`src/rtl/branch_predictor_if.sv`:
```
// rtl/branch_predictor_if.sv - ID lookup, EX resolution and status bundle for the branch predictor
interface branch_predictor_if #(
  parameter int IDX_W  = 4,
  parameter int GHR_W  = 4,
  parameter int STAT_W = 32
);
  logic [31:0]       ID_pc;
  logic              ID_is_branch;
  logic              ID_predict_taken;
  logic [IDX_W-1:0]  ID_pred_idx;
  logic              EX_valid;
  logic              EX_is_branch;
  logic [IDX_W-1:0]  EX_pred_idx;
  logic              EX_predict_taken;
  logic              EX_actual_taken;
  logic              EX_mispredict;
  logic [GHR_W-1:0]  ghr;
  logic [STAT_W-1:0] stat_branches;
  logic [STAT_W-1:0] stat_mispredicts;

  modport master (
    output ID_pc, ID_is_branch, EX_valid, EX_is_branch, EX_pred_idx,
           EX_predict_taken, EX_actual_taken,
    input  ID_predict_taken, ID_pred_idx, EX_mispredict, ghr,
           stat_branches, stat_mispredicts
  );

  modport slave (
    input  ID_pc, ID_is_branch, EX_valid, EX_is_branch, EX_pred_idx,
           EX_predict_taken, EX_actual_taken,
    output ID_predict_taken, ID_pred_idx, EX_mispredict, ghr,
           stat_branches, stat_mispredicts
  );
endinterface

```
`src/rtl/branch_predictor.sv`:
```
// rtl/branch_predictor.sv - PC-indexed saturating-counter branch predictor with optional gshare hashing
module branch_predictor #(
  parameter int ENTRIES = 16,
  parameter int CNT_W   = 2,
  parameter int GHR_W   = 4,
  parameter int MODE    = 0,
  parameter int STAT_W  = 32
) (
  input  logic               clk,
  input  logic               rst,
  branch_predictor_if.slave  bp
);
  localparam int IDX_W = $clog2(ENTRIES);
  localparam logic [CNT_W-1:0] CNT_INIT = CNT_W'((1 << (CNT_W - 1)) - 1);

  logic [CNT_W-1:0]  cnt_q [ENTRIES];
  logic [CNT_W-1:0]  cnt_d;
  logic [GHR_W-1:0]  ghr_q, ghr_d;
  logic [STAT_W-1:0] stat_br_q, stat_br_d;
  logic [STAT_W-1:0] stat_mp_q, stat_mp_d;
  logic [IDX_W-1:0]  base_idx, id_idx;
  logic              upd, mispredict;
  logic              unused_pc;

  assign unused_pc = ^{bp.ID_pc[31:IDX_W+2], bp.ID_pc[1:0]};

  assign base_idx = bp.ID_pc[IDX_W+1:2];

  generate
    if (MODE == 1) begin : g_gshare
      assign id_idx = base_idx ^ IDX_W'(ghr_q);
    end else begin : g_bimodal
      assign id_idx = base_idx;
    end
  endgenerate

  // No bypass: lookups always see the registered table and pre-shift history.
  assign bp.ID_pred_idx      = id_idx;
  assign bp.ID_predict_taken = bp.ID_is_branch & cnt_q[id_idx][CNT_W-1];

  assign upd              = bp.EX_valid & bp.EX_is_branch;
  assign mispredict       = upd & (bp.EX_predict_taken != bp.EX_actual_taken);
  assign bp.EX_mispredict = mispredict;

  always_comb begin
    cnt_d = cnt_q[bp.EX_pred_idx];
    if (bp.EX_actual_taken) begin
      if (cnt_d != '1) cnt_d = cnt_d + CNT_W'(1);
    end else begin
      if (cnt_d != '0) cnt_d = cnt_d - CNT_W'(1);
    end
  end

  generate
    if (GHR_W == 1) begin : g_ghr_1
      assign ghr_d = bp.EX_actual_taken;
    end else begin : g_ghr_n
      assign ghr_d = {ghr_q[GHR_W-2:0], bp.EX_actual_taken};
    end
  endgenerate

  always_comb begin
    stat_br_d = stat_br_q;
    stat_mp_d = stat_mp_q;
    if (stat_br_q != '1) stat_br_d = stat_br_q + STAT_W'(1);
    if (mispredict && (stat_mp_q != '1)) stat_mp_d = stat_mp_q + STAT_W'(1);
  end

  always_ff @(posedge clk or posedge rst) begin
    if (rst) begin
      for (int i = 0; i < ENTRIES; i++) cnt_q[i] <= CNT_INIT;
      ghr_q     <= '0;
      stat_br_q <= '0;
      stat_mp_q <= '0;
    end else if (upd) begin
      cnt_q[bp.EX_pred_idx] <= cnt_d;
      ghr_q                 <= ghr_d;
      stat_br_q             <= stat_br_d;
      stat_mp_q             <= stat_mp_d;
    end
  end

  assign bp.ghr              = ghr_q;
  assign bp.stat_branches    = stat_br_q;
  assign bp.stat_mispredicts = stat_mp_q;
endmodule
```
`src/flat_wrapper.sv`:
```
// flat-port wrapper written by rule: the top's interface ports become plain ports
module branch_predictor_flat 
#(
  parameter int ENTRIES = 16,
  parameter int CNT_W   = 2,
  parameter int GHR_W   = 4,
  parameter int MODE    = 0,
  parameter int STAT_W  = 32
)
  (clk, rst, bp_ID_pc, bp_ID_is_branch, bp_EX_valid, bp_EX_is_branch, bp_EX_pred_idx, bp_EX_predict_taken, bp_EX_actual_taken, bp_ID_predict_taken, bp_ID_pred_idx, bp_EX_mispredict, bp_ghr, bp_stat_branches, bp_stat_mispredicts);
  branch_predictor_if #(.GHR_W(GHR_W), .STAT_W(STAT_W)) bp_i ();
  input  logic clk;
  input  logic rst;
  input wire logic [$bits(bp_i.ID_pc)-1:0] bp_ID_pc;
  input wire logic [$bits(bp_i.ID_is_branch)-1:0] bp_ID_is_branch;
  input wire logic [$bits(bp_i.EX_valid)-1:0] bp_EX_valid;
  input wire logic [$bits(bp_i.EX_is_branch)-1:0] bp_EX_is_branch;
  input wire logic [$bits(bp_i.EX_pred_idx)-1:0] bp_EX_pred_idx;
  input wire logic [$bits(bp_i.EX_predict_taken)-1:0] bp_EX_predict_taken;
  input wire logic [$bits(bp_i.EX_actual_taken)-1:0] bp_EX_actual_taken;
  output wire logic [$bits(bp_i.ID_predict_taken)-1:0] bp_ID_predict_taken;
  output wire logic [$bits(bp_i.ID_pred_idx)-1:0] bp_ID_pred_idx;
  output wire logic [$bits(bp_i.EX_mispredict)-1:0] bp_EX_mispredict;
  output wire logic [$bits(bp_i.ghr)-1:0] bp_ghr;
  output wire logic [$bits(bp_i.stat_branches)-1:0] bp_stat_branches;
  output wire logic [$bits(bp_i.stat_mispredicts)-1:0] bp_stat_mispredicts;
  assign bp_i.ID_pc = bp_ID_pc;
  assign bp_i.ID_is_branch = bp_ID_is_branch;
  assign bp_i.EX_valid = bp_EX_valid;
  assign bp_i.EX_is_branch = bp_EX_is_branch;
  assign bp_i.EX_pred_idx = bp_EX_pred_idx;
  assign bp_i.EX_predict_taken = bp_EX_predict_taken;
  assign bp_i.EX_actual_taken = bp_EX_actual_taken;
  assign bp_ID_predict_taken = bp_i.ID_predict_taken;
  assign bp_ID_pred_idx = bp_i.ID_pred_idx;
  assign bp_EX_mispredict = bp_i.EX_mispredict;
  assign bp_ghr = bp_i.ghr;
  assign bp_stat_branches = bp_i.stat_branches;
  assign bp_stat_mispredicts = bp_i.stat_mispredicts;
  branch_predictor #(.ENTRIES(ENTRIES), .CNT_W(CNT_W), .GHR_W(GHR_W), .MODE(MODE), .STAT_W(STAT_W)) u_core (.clk(clk), .rst(rst), .bp(bp_i));
endmodule
```
`config.mk`:
```
export PLATFORM = sky130hd
export DESIGN_NAME = branch_predictor_flat
export DESIGN_NICKNAME = d
export VERILOG_FILES = /design/src/rtl/branch_predictor_if.sv /design/src/rtl/branch_predictor.sv /design/src/flat_wrapper.sv
export SDC_FILE = /design/constraint.sdc
export NUM_CORES = 1
export LEC_CHECK = 0
export ABC_AREA = 1
export CAP_MARGIN = 30
export CORE_AREA = 2 2 159 161
export DETAILED_ROUTE_END_ITERATION = 8
export DIE_AREA = 0 0 161 163
export GPL_TIMING_DRIVEN = 0
export RECOVER_POWER = 25
export SYNTH_ARGS = -nofsm -noshare
export SYNTH_HDL_FRONTEND = slang
export SYNTH_SLANG_ARGS = --single-unit
```
`constraint.sdc`:
```
create_clock -name clk -period 4 [get_ports clk]
set_input_delay 0.4 -clock clk [delete_from_list [all_inputs] [get_ports clk]]
set_output_delay 0.4 -clock clk [all_outputs]
set_load 0.01 [all_outputs]
```
Word level (Yosys, flattened, before mapping)
Cells that the tools add are included.
Storage, ports and cells
  flip-flop bits (word level): 100
  input bits: 43
  output and inout port bits: 74
  logic and storage cells: 52
Cells by class
  $add $sub $neg: 4
  magnitude comparators: 3
  equal/unequal tests: 4
  mux-type cells: 12
  bitwise logic cells: 5
  reductions and logical operators: 5
Operators by type and width (number)
  32-bit by 1-bit adder with 32-bit output, second input constant: 2
  32-bit inequality test, second input constant: 2
  32-bit bitwise mux: 1
  2-bit binary-select mux with 4-bit select: 2
  2-bit 2-to-1 mux: 8
  5-bit greater-or-equal comparator, second input constant: 2
  4-bit inverter with 5-bit output: 2
  2-bit demux with 4-bit select: 1
  5-bit by 1-bit < comparator with 1-bit output, second input constant: 1
  2-bit AND reduction: 2
  1-bit bitwise AND: 3
  2-bit by 1-bit adder with 2-bit output, second input constant: 1
  1-bit logical AND: 2
  2-bit inequality test, second input constant: 1
  2-bit nonzero test: 1
  2-bit by 1-bit subtractor with 2-bit output, second input constant: 1
  1-bit inequality test: 1

Depth between registers and ports, before layout
Gate-level depths: netlist of run 1.
  word-level depth: 8
  depth in mapped cells: 15
  mapped depth without buffers: 13

Worst setup path before layout of run 1
No wires, ideal clock.
  kind: register to register
  start point: register u_core.stat_mp_q[0] (netlist: u_core.bp.stat_mispredicts[0])
  end point: register u_core.stat_mp_q[21] (netlist: u_core.bp.stat_mispredicts[21])
  setup time: 117 ps
  arrival: 1787 ps
  data required time: 3883 ps
  slack: 2097 ps
  cell stages (with the launch flop): 12
  path buffers: 1
  clock period less this slack: 1903 ps
  path through: dfrtp_1 > ha_1 > inv_2 > nor3_2 > nand2_2 > nor2_4 > nand2_2 > o21ai_4 > inv_2 > buf_2 > nand2_1 > nand2_1
Between the ends
  cells in the longest elaborated chain, start to end: 3
  elaborated cells between the ends (all ways): 4
  those cells by class: add/sub: 1; eq/ne: 1; reduce/logical: 2
Ends and longest elaborated chain
  start, declared: line branch_predictor.sv:20  | logic [STAT_W-1:0] stat_mp_q, stat_mp_d;
  start signal, assigned: line branch_predictor.sv:79  | stat_mp_q <= stat_mp_d;
  branches (longest 3 deep; another with 32-bit by 1-bit adder with 32-bit output)
Parallel ways; which one is timed is not known.
A chain may end at the register's enable or synchronous reset.

Final worst setup path of run 1
  start point: input port bp_EX_valid
  end point: output port bp_EX_mispredict
Between the ends
  cells in the longest elaborated chain, start to end: 2
Ends and longest elaborated chain
  start, declared: line flat_wrapper.sv:16  | input wire logic [$bits(bp_i.EX_valid)-1:0] bp_EX_valid;
  1-bit bitwise AND: line branch_predictor.sv:41  | assign upd = bp.EX_valid & bp.EX_is_branch;
  1-bit bitwise AND: line branch_predictor.sv:42  | assign mispredict = upd & (bp.EX_predict_taken != bp.EX_actual_taken);
  end, declared: line flat_wrapper.sv:23  | output wire logic [$bits(bp_i.EX_mispredict)-1:0] bp_EX_mispredict;
Every way passes these cells.

==> results of run 1 <==
## power by group through the flow
| stage | logic (mW) | clock network [mW] | registers, mW |
|---|---|---|---|
| 2_1_floorplan | 0.353 | 0 | 1.34 |
| 3_3_place_gp | 0.703 | 0 | 1.34 |
| 3_5_place_dp | 0.714 | 0 | 1.34 |
| 4_1_cts | 0.719 | 0.903 | 1.32 |
| 5_1_grt | 0.791 | 0.934 | 1.34 |
| 6_report | 0.712 | 0.873 | 1.32 |
## layer usage
| layer | wire length, microns | vias to the layer above |
|---|---|---|
| met1 | 8245 | 2683 |
| met2 | 7952 | 135 |
| met5 | 0 | - |
| met4 | 312 | 0 |
| li1 | - | 2922 |
| met3 | 959 | 21 |
## critical path: stages
cell and delay [ns]:
sky130_fd_sc_hd__dlygate4sd3_1 0.53, sky130_fd_sc_hd__nand2_1 0.22, sky130_fd_sc_hd__nor2_1 0.38, sky130_fd_sc_hd__clkdlybuf4s50_1 0.62
## cell usage after synthesis, drive strengths merged
| library cell | number |
|---|---|
| dfstp | 16 |
| a21boi | 1 |
| o21ai | 59 |
| nand3b | 6 |
| o22ai | 2 |
| buf | 21 |
| xor2 | 35 |
| inv | 98 |
| nand4 | 9 |
| clkbuf | 1 |
| nor3 | 26 |
| dfrtp | 84 |
| nand3 | 37 |
| o211ai | 3 |
| a21oi | 2 |
| nor2 | 94 |
| nor4 | 4 |
| o221ai | 1 |
| xnor2 | 10 |
| ha | 2 |
| and2 | 1 |
| nand2 | 365 |
## metrics by stage
stage | setup TNS (ns) | hold WS, ns | util (%) | setup WS, ns
after floorplan | 0 | 0.4465 | - | 1.008
after global placement | -61.94 | 0.4576 | 29.58 | -0.7544
after detailed placement | 0 | 0.4580 | 29.70 | 1.434
final | 0 | 0.4685 | 30.88 | 1.451
after CTS | 0 | 0.4196 | 30.88 | 1.429
after global routing | 0 | 0.4847 | 30.88 | 1.310
## registers in the layout, indices dropped and copies added (netlist names)
signal,flops
u_core.bp.ghr,4
u_core.bp.stat_branches,32
u_core.bp.stat_mispredicts,32
u_core.cnt_q,32
## kinds of logic (layout without fill, tap and decap cells)
| logic type | Yosys count | count (layout) | share of synthesized area (%) |
|---|---|---|---|
| and+or+nand+nor | 542 | 542 | 36.49 |
| buffers and inverters | 120 | 223 | 8.577 |
| DFF | 100 | 100 | 41.87 |
| AOI/OAI and AO/OA | 68 | 68 | 6.106 |
| xor gates and xnor gates | 45 | 45 | 6.542 |
| adders and majority gates | 2 | 2 | 0.4153 |
## layout make-up
cell class,instances,area (sq um),share of cell area (%)
multi-input combinational,657,2985,39.19
sequential,100,2522,33.11
timing repair buffer,87,888.4,11.66
tap,330,412.9,5.420
inverter,98,369.1,4.845
clock buffer,9,225.2,2.956
buffer,22,148.9,1.954
clock inverter,7,66.31,0.8704
## how the worst max path moves through the flow
stage                 from                       endpoint  slack [ns]  depth (start not counted)
2_1_floorplan          rst               u_core.bp.ghr[0]        1.01                          1
3_3_place_gp           rst  u_core.bp.stat_mispredicts[5]       -0.75                          2
3_5_place_dp   bp_ID_pc[3]            bp_ID_predict_taken        1.43                          7
4_1_cts        bp_ID_pc[3]            bp_ID_predict_taken        1.43                          7
5_1_grt        bp_ID_pc[3]            bp_ID_predict_taken        1.31                          6
6_report       bp_EX_valid               bp_EX_mispredict        1.45                          4
==> reports/summary.txt, run 1 <==
Vias in the first global route: 5582
Most used routing layer: met2
Highest-count cells in the layout ignoring fill and taps: sky130_fd_sc_hd__nand2_1, sky130_fd_sc_hd__inv_1, sky130_fd_sc_hd__nor2_1
Crit Path Category: in -> out
Total power: 2.906 mW
Origin of the critical flop-to-flop path: u_core.bp.stat_mispredicts[0]
Number of distinct library cells after synthesis: 30
Max-slew violations: 33
Overall track demand over capacity in global routing: 13.69%
Final number of setup-violating endpoints: 0
Placed cell count: 1294
Net count of the mapped netlist: 922
Post-synth design cell area: 6025 sq um
Via count: 5761
Status: complete, but fails checks
CTS Hold Bufs: 0
Int Power: 1.935 mW
Top cell type's share of synthesized area: 34.89%
WL per Instance: 13.34 microns
Final period demand of the worst path: 2.549 ns
# rows: 58
Total power divided by cell area: 381.4 nW/um^2
Setup repair after global routing missed its margin: no
Largest area contributor in the synthesized netlist: sky130_fd_sc_hd__dfrtp_1
Clock Skew: 0.01332 ns
Cell Area, Placed: 7328 sq um
Port bufs: 86
Arr. time, crit path: 2.15 ns
CTS Root Cell: sky130_fd_sc_hd__clkbuf_16
Worst Path Required: 3.60 ns
Maximum net fanout on the critical path: 8
Overall routed net length: 17470 microns
Achievable frequency: 0.3923 GHz
Violations in the final reports: capacitance limit, slew limit
H-tree depth: 3
Final non-filler cell total: 1310
Initial Util: 24.42%
Share of synthesized area occupied by flip-flops and latches: 41.87%
Number of iterations in the first detailed-routing pass: 5
IR Drop Worst-Case VDD: 0.1788 mV
Overflow after GRT: 0
Die X-Extent: 161 microns
Register-to-register setup slack: 1.68 ns
Leak pwr: 3.407 nW
Number of cells on the worst hold path: 2
Worst Setup End Kind: primary output
Worst skew pair latency: 0.36 ns
Worst-case reg-to-reg path depth: 11
Number of nets in the layout: 1020
Global-route wire length before repair: 28840 microns
I/O pin count: 117
Slew at the pin with the worst max-slew slack: 1.596 ns
Routed Antenna Nets: 0
TritonCTS clock tree: done
Final Hold Violating Endpoints: 0
Full die area: 26240 sq um
Met2 track utilization from global routing: 22.06%
Class of the tightest hold or removal check: reg -> reg
Max-cap violation count: 1
Synthesized area per cell: 6.869 sq um
GR met3 Demand/Resource: 2.597%
Part of the total power dissipated in sequential elements: 45.5%
Initial antenna violation count: 0
Sink Count: 100
Post-route standard cell area excluding fillers: 7619 sq um
Post-CTS setup buffers: 0
Share of total power in combinational logic: 24.5%
Cells after Synth: 877
Most common cell after layout, fill and taps aside: sky130_fd_sc_hd__nand2_1
CTS Buf Count: 9
Fill cell total of the finished layout: 2678
Post-detailed-placement half-perimeter wirelength: 13200 microns
Number of diodes: 0
Met1 track utilization from global routing: 18.25%
Placeable core region: 24670 sq um
Average vias per placed instance: 4.398
Chip Height: 163 microns
GPL Wtd Cong: 0.9291
Maximum number of pins on one net before global-route repair: 69
Psw: 0.9711 mW
Switching power share of the total: 33.42%
Number of warnings reported in the yosys synthesis log: 0
Relative slew margins: -6.968%
Cells taking the most area after synthesis: sky130_fd_sc_hd__dfrtp_1, sky130_fd_sc_hd__nand2_1, sky130_fd_sc_hd__dfstp_2
Clock group share of total power: 30.0%
Fin crit share: 63.73%
Number of buffers between clock root and the deepest sink: 2
Resize count post-CTS: 0
Worst hold path startpoint: u_core.cnt_q[24]
Share of layout cells above drive strength 1: 6.837%
Worst Hold End: u_core.cnt_q[24]
DR iter-0 viols: 341
Clk slew on worst S/H paths: 0.08 ns
Critical Path Start Type: input port
Synth-to-Final Area Change: 26.46%
Capture instance of the worst register-to-register path: u_core.bp.stat_mispredicts[31]
Post-route DRC violation count: 0
Total of flip-flops plus latches after synthesis: 100
Note: power is estimated with default switching activity, not from simulation.
==> run 2: changes to the inputs <==
Clock period 4 ns to 2.1 ns, I/O delays scaled along.
==> run 2 against run 1 <==
The flow still finishes with violations (capacitance limit, slew limit). Core utilization rose by 0.66 points. Non-clock buffer count rose by 13. Clock skew fell by 0.0019 ns. Setup slack got worse by 1.3 ns. First-iteration DRC count rose by 28%. Clock power rose by 91%. Sequential share of layout area fell by 0.69 points. Largest power group unchanged. Highest routed layer unchanged.
==> reports/summary.txt, run 2 (synthesized netlist as in run 1, its figures left out) <==
Post-route standard cell area excluding fillers: 7781 sq um
Register-to-register setup slack: 0.11 ns
Post-detailed-placement half-perimeter wirelength: 13180 microns
DR iter-0 viols: 438
Arr. time, crit path: 2.25 ns
Clk slew on worst S/H paths: 0.08 ns
Cell Chain, Critical Path: ha_2 -> inv_2 -> nor3_4 -> nand2_2 -> nor2_4 -> nand2_2 -> o21ai_4 -> inv_2 -> clkbuf_4 -> nand2_1 -> nand2_1
Max-slew violations: 33
Fin crit share: 94.77%
Leak pwr: 3.485 nW
Via count: 5855
Final Hold Violating Endpoints: 0
Die X-Extent: 161 microns
PnR worst setup slack: 0.1098 ns
Worst Hold End: u_core.cnt_q[16]
Clock Skew: 0.01142 ns
Number of diodes: 0
Number of nets in the layout: 1033
Setup repair after global routing missed its margin: yes
Worst-case reg-to-reg path depth: 11
Status: complete, but fails checks
Setup slack after placement: -0.2306 ns
Maximum number of pins on one net before global-route repair: 38
Final period demand of the worst path: 1.990 ns
Max-cap violation count: 1
Final number of setup-violating endpoints: 0
Share of layout cells above drive strength 1: 9.164%
Port bufs: 86
Cell Area, Placed: 7342 sq um
Average vias per placed instance: 4.426
CTS Hold Bufs: 0
Initial Util: 24.42%
Highest-count cells in the layout ignoring fill and taps: sky130_fd_sc_hd__nand2_1, sky130_fd_sc_hd__inv_1, sky130_fd_sc_hd__nor2_1
Initial antenna violation count: 0
Placed cell count: 1295
Sink Count: 100
Full die area: 26240 sq um
Origin of the critical flop-to-flop path: u_core.bp.stat_mispredicts[1]
Achievable frequency: 0.5025 GHz
Maximum net fanout on the critical path: 10
Capture instance of the worst register-to-register path: u_core.bp.stat_mispredicts[31]
Overflow after GRT: 0
Routed Antenna Nets: 0
Chip Height: 163 microns
Crit Path Category: reg -> reg
Class of the tightest hold or removal check: reg -> reg
GPL Wtd Cong: 0.9064
WL per Instance: 13.32 microns
CTS Buf Count: 9
Number of iterations in the first detailed-routing pass: 5
IR Drop Worst-Case VDD: 0.4313 mV
H-tree depth: 3
Overall routed net length: 17620 microns
Synth-to-Final Area Change: 29.16%
Placeable core region: 24670 sq um
Total power divided by cell area: 723.7 nW/um^2
Final non-filler cell total: 1323
Number of cells on the worst hold path: 2
Critical Path Max Stage Delay: 0.41 ns
Vias in the first global route: 5443
# rows: 58
Slowest stage cell on the critical path: sky130_fd_sc_hd__dfrtp_1
Post-route DRC violation count: 0
Global-route wire length before repair: 28700 microns
Worst Path Required: 2.36 ns
Number of buffers between clock root and the deepest sink: 2
Slew at the pin with the worst max-slew slack: 1.534 ns
I/O pin count: 117
Violations in the final reports: capacitance limit, slew limit
Relative slew margins: -2.852%
Most common cell after layout, fill and taps aside: sky130_fd_sc_hd__nand2_1
CTS Root Cell: sky130_fd_sc_hd__clkbuf_16
Critical Path Start Type: flop
Worst Setup End Kind: flop
TritonCTS clock tree: done
Worst skew pair latency: 0.35 ns
Worst hold path startpoint: u_core.cnt_q[16]
Overall track demand over capacity in global routing: 13.59%
[run 2: cell count changes in the layout (fill, tap and decap cells not counted), sizes merged]
cell / previous run / this run
clkdlybuf4s50: 84 / 82
clkinvlp: 3 / 2
clkinv: 2 / 3
dlygate4sd2: 0 / 2
buf: 22 / 33
clkbuf: 10 / 12
[run 2: how the worst max path moves through the flow]
stage	from	to	slack, ns	cells after the start
detailed placement	bp_EX_pred_idx[0]	u_core.cnt_q[31]	-0.23	12
CTS	u_core.bp.stat_branches[1]	u_core.bp.stat_branches[9]	0.01	11
global placement	rst	u_core.bp.stat_mispredicts[4]	-0.45	2
global route	u_core.bp.stat_mispredicts[0]	u_core.bp.stat_mispredicts[31]	-0.04	11
finish	u_core.bp.stat_mispredicts[1]	u_core.bp.stat_mispredicts[31]	0.11	11
floorplan	u_core.bp.stat_mispredicts[0]	u_core.bp.stat_mispredicts[21]	0.20	11
[run 2: metrics by stage]
stage	setup TNS (ns)	util (%)	hold WS [ns]	power, mW
5_1_grt	-0.2616	31.54	0.4766	5.957
3_3_place_gp	-48.25	29.59	0.4573	3.893
6_report	0	31.54	0.4679	5.631
2_1_floorplan	0	-	0.3938	3.232
3_5_place_dp	-13.04	29.76	0.4558	3.909
4_1_cts	0	31.18	0.3470	5.647
[run 2: worst max-delay path: cells and delay by family, from the launching register on]
family	cells	cell delay, ns
buffers and inverters	3	0.42
flip-flops	1	0.41
AND/OR/NAND/NOR	6	0.66
AO/OA/AOI/OAI	1	0.17
adder cells (fa/ha/maj)	1	0.23
[run 2: timing repair]
item,in CTS,in global routing
endpoints found under the setup margin,64,72
buffers inserted,5,7
resized for setup,8,11
pin swaps,1,3
[run 2: area by class of cell]
| cell class | count | area (sq um) |
|---|---|---|
| Timing Repair Buffer | 100 | 988.4 |
| Multi-Input combinational cell | 657 | 3039 |
| Inverter | 98 | 369.1 |
| Clock inverter | 7 | 70.07 |
| Fill cell | 2692 | 16890 |
| Tap cell | 330 | 412.9 |
| Clock buffer | 9 | 225.2 |
| Sequential cell | 100 | 2522 |
| Buffer | 22 | 153.9 |
[run 2: power by group]
| part | switching (mW) | internal, mW |
|---|---|---|
| clock network | 0.833 | 0.837 |
| logic | 0.772 | 0.677 |
| registers | 0.279 | 2.23 |
| total | 1.88 | 3.75 |
[run 2: metal layers]
| layer | global-route usage (%) | vias to the layer above | share of wire (%) |
|---|---|---|---|
| li1 | - | 2942 | - |
| met3 | 2.496 | 21 | 6.2 |
| met4 | 4.708 | 0 | 1.7 |
| met5 | 0 | - | 0 |
| met1 | 18.86 | 2727 | 47 |
| met2 | 21.26 | 165 | 45 |
==> run 3: changes to the inputs <==
Settings changed: GPL_ROUTABILITY_DRIVEN set to 0.
==> run 3 against run 2 <==
The run still ends with capacitance limit, slew limit left. Sequential share of layout area increased by 0.063 points. Highest routed layer unchanged. Die area unchanged. Largest cell class unchanged. Critical path type is now in -> out. Final cell count about the same.
==> reports/summary.txt, run 3 (synthesized netlist as in run 1, its figures left out) <==
Status: complete, but fails checks
Violations in the final reports: capacitance limit, slew limit
Worst-case reg-to-reg path depth: 11
Vias in the first global route: 5560
Setup Total Neg Slack: 0 ns
DR iter-0 viols: 428
Number of diodes: 0
Cell Area, Placed: 7342 sq um
Clock Skew: 0.009126 ns
Overall track demand over capacity in global routing: 13.53%
Initial antenna violation count: 0
IR Drop Worst-Case VDD: 0.4488 mV
Overflow after GRT: 0
Crit Path Category: in -> out
Clk slew on worst S/H paths: 0.07 ns
Chip Height: 163 microns
Total power divided by cell area: 727.7 nW/um^2
Post-detailed-placement half-perimeter wirelength: 13200 microns
Overall routed net length: 17520 microns
Initial Util: 24.42%
Final Hold Violating Endpoints: 0
Fin crit share: 94.95%
Placeable core region: 24670 sq um
CTS Root Cell: sky130_fd_sc_hd__clkbuf_16
Capture instance of the worst register-to-register path: u_core.bp.stat_branches[9]
Setup repair after global routing missed its margin: no
Maximum number of pins on one net before global-route repair: 39
TritonCTS clock tree: done
Final period demand of the worst path: 1.994 ns
Post-route DRC violation count: 0
Max-slew violations: 33
Synth-to-Final Area Change: 29.03%
Setup slack after placement: -0.2079 ns
Register-to-register setup slack: 0.15 ns
Full die area: 26240 sq um
CTS Hold Bufs: 0
Worst hold path startpoint: u_core.cnt_q[8]
Origin of the critical flop-to-flop path: u_core.bp.stat_branches[0]
Max-cap violation count: 1
H-tree depth: 3
Leak pwr: 3.479 nW
Worst skew pair latency: 0.35 ns
Achievable frequency: 0.5015 GHz
Number of iterations in the first detailed-routing pass: 5
Worst Setup End Kind: primary output
Routed Antenna Nets: 0
# rows: 58
Share of layout cells above drive strength 1: 9.073%
Maximum net fanout on the critical path: 8
Final number of setup-violating endpoints: 0
Via count: 5871
CTS Buf Count: 9
Worst Path Required: 1.89 ns
Util after Layout: 31.51%
Worst Hold End: u_core.cnt_q[8]
Class of the tightest hold or removal check: reg -> reg
Highest-count cells in the layout ignoring fill and taps: sky130_fd_sc_hd__nand2_1, sky130_fd_sc_hd__inv_1, sky130_fd_sc_hd__nor2_1
WL per Instance: 13.25 microns
Relative slew margins: -1.297%
Die X-Extent: 161 microns
Number of nets in the layout: 1032
Post-route standard cell area excluding fillers: 7774 sq um
Number of buffers between clock root and the deepest sink: 2
Sink Count: 100
Arr. time, crit path: 1.78 ns
Slew at the pin with the worst max-slew slack: 1.511 ns
I/O pin count: 117
Global-route wire length before repair: 28620 microns
Port bufs: 86
Most common cell after layout, fill and taps aside: sky130_fd_sc_hd__nand2_1
Number of cells on the worst hold path: 2
PnR worst setup slack: 0.1060 ns
Average vias per placed instance: 4.441
Critical Path Start Type: input port
## run 3: cell count changes in the layout (fill, tap and decap cells not counted), moves of 2 or more
cell / before / now
sky130_fd_sc_hd__ha_2: 2 / 0
sky130_fd_sc_hd__dfrtp_2: 0 / 2
sky130_fd_sc_hd__dfrtp_1: 84 / 82
sky130_fd_sc_hd__ha_4: 0 / 2
## run 3: what timing repair did
item	4_1_cts	5_1_grt
pin swaps	1	5
buffers inserted	6	5
setup endpoints to repair	64	62
gates resized for setup	8	11
## run 3: area by class of cell
cell class / instances / area [sq um]
fillers: 2678 / 16900
multi-input cells: 657 / 3037
flip-flops and latches: 100 / 2525
repair buffers: 99 / 980.9
well taps: 330 / 412.9
inverters: 98 / 371.6
clock buffers: 9 / 225.2
plain buffers: 22 / 151.4
clock inverters: 7 / 70.07
## run 3: worst max-delay path by stage
stage | from | to | cells after the start
3_5_place_dp | u_core.bp.stat_mispredicts[0] | u_core.bp.stat_mispredicts[21] | 11
2_1_floorplan | u_core.bp.stat_mispredicts[0] | u_core.bp.stat_mispredicts[21] | 11
4_1_cts | u_core.bp.stat_branches[0] | u_core.bp.stat_branches[18] | 11
5_1_grt | bp_EX_valid | bp_EX_mispredict | 4
6_report | bp_EX_valid | bp_EX_mispredict | 4
3_3_place_gp | rst | u_core.bp.stat_mispredicts[10] | 2
## run 3: metal layers
layer,wire length [microns],share of wire [%],global-route usage (%)
met1,8045,46,18.46
met2,8044,46,21.60
met3,1208,6.9,2.623
met4,221,1.3,4.383
met5,0,0,0
## run 3: through the flow
step	power [mW]	std cells	hold slack, ns
2_1_floorplan	3.232	877	0.3938
3_3_place_gp	3.888	1293	0.4575
3_5_place_dp	3.909	1295	0.4601
4_1_cts	5.656	1317	0.3408
5_1_grt	6.015	1322	0.4898
6_report	5.657	1322	0.4691
## run 3: worst max-delay path, stage by stage
cell	delay, ns
sky130_fd_sc_hd__clkdlybuf4s50_1	0.45
sky130_fd_sc_hd__nand2_1	0.22
sky130_fd_sc_hd__nor2_2	0.30
sky130_fd_sc_hd__clkdlybuf4s50_1	0.59
## run 3: where the power goes
group / switching, mW / total, mW / internal [mW]
Sequential: 0.288 / 2.52 / 2.24
Clock: 0.819 / 1.66 / 0.836
Combinational: 0.773 / 1.48 / 0.705
Total: 1.88 / 5.66 / 3.78
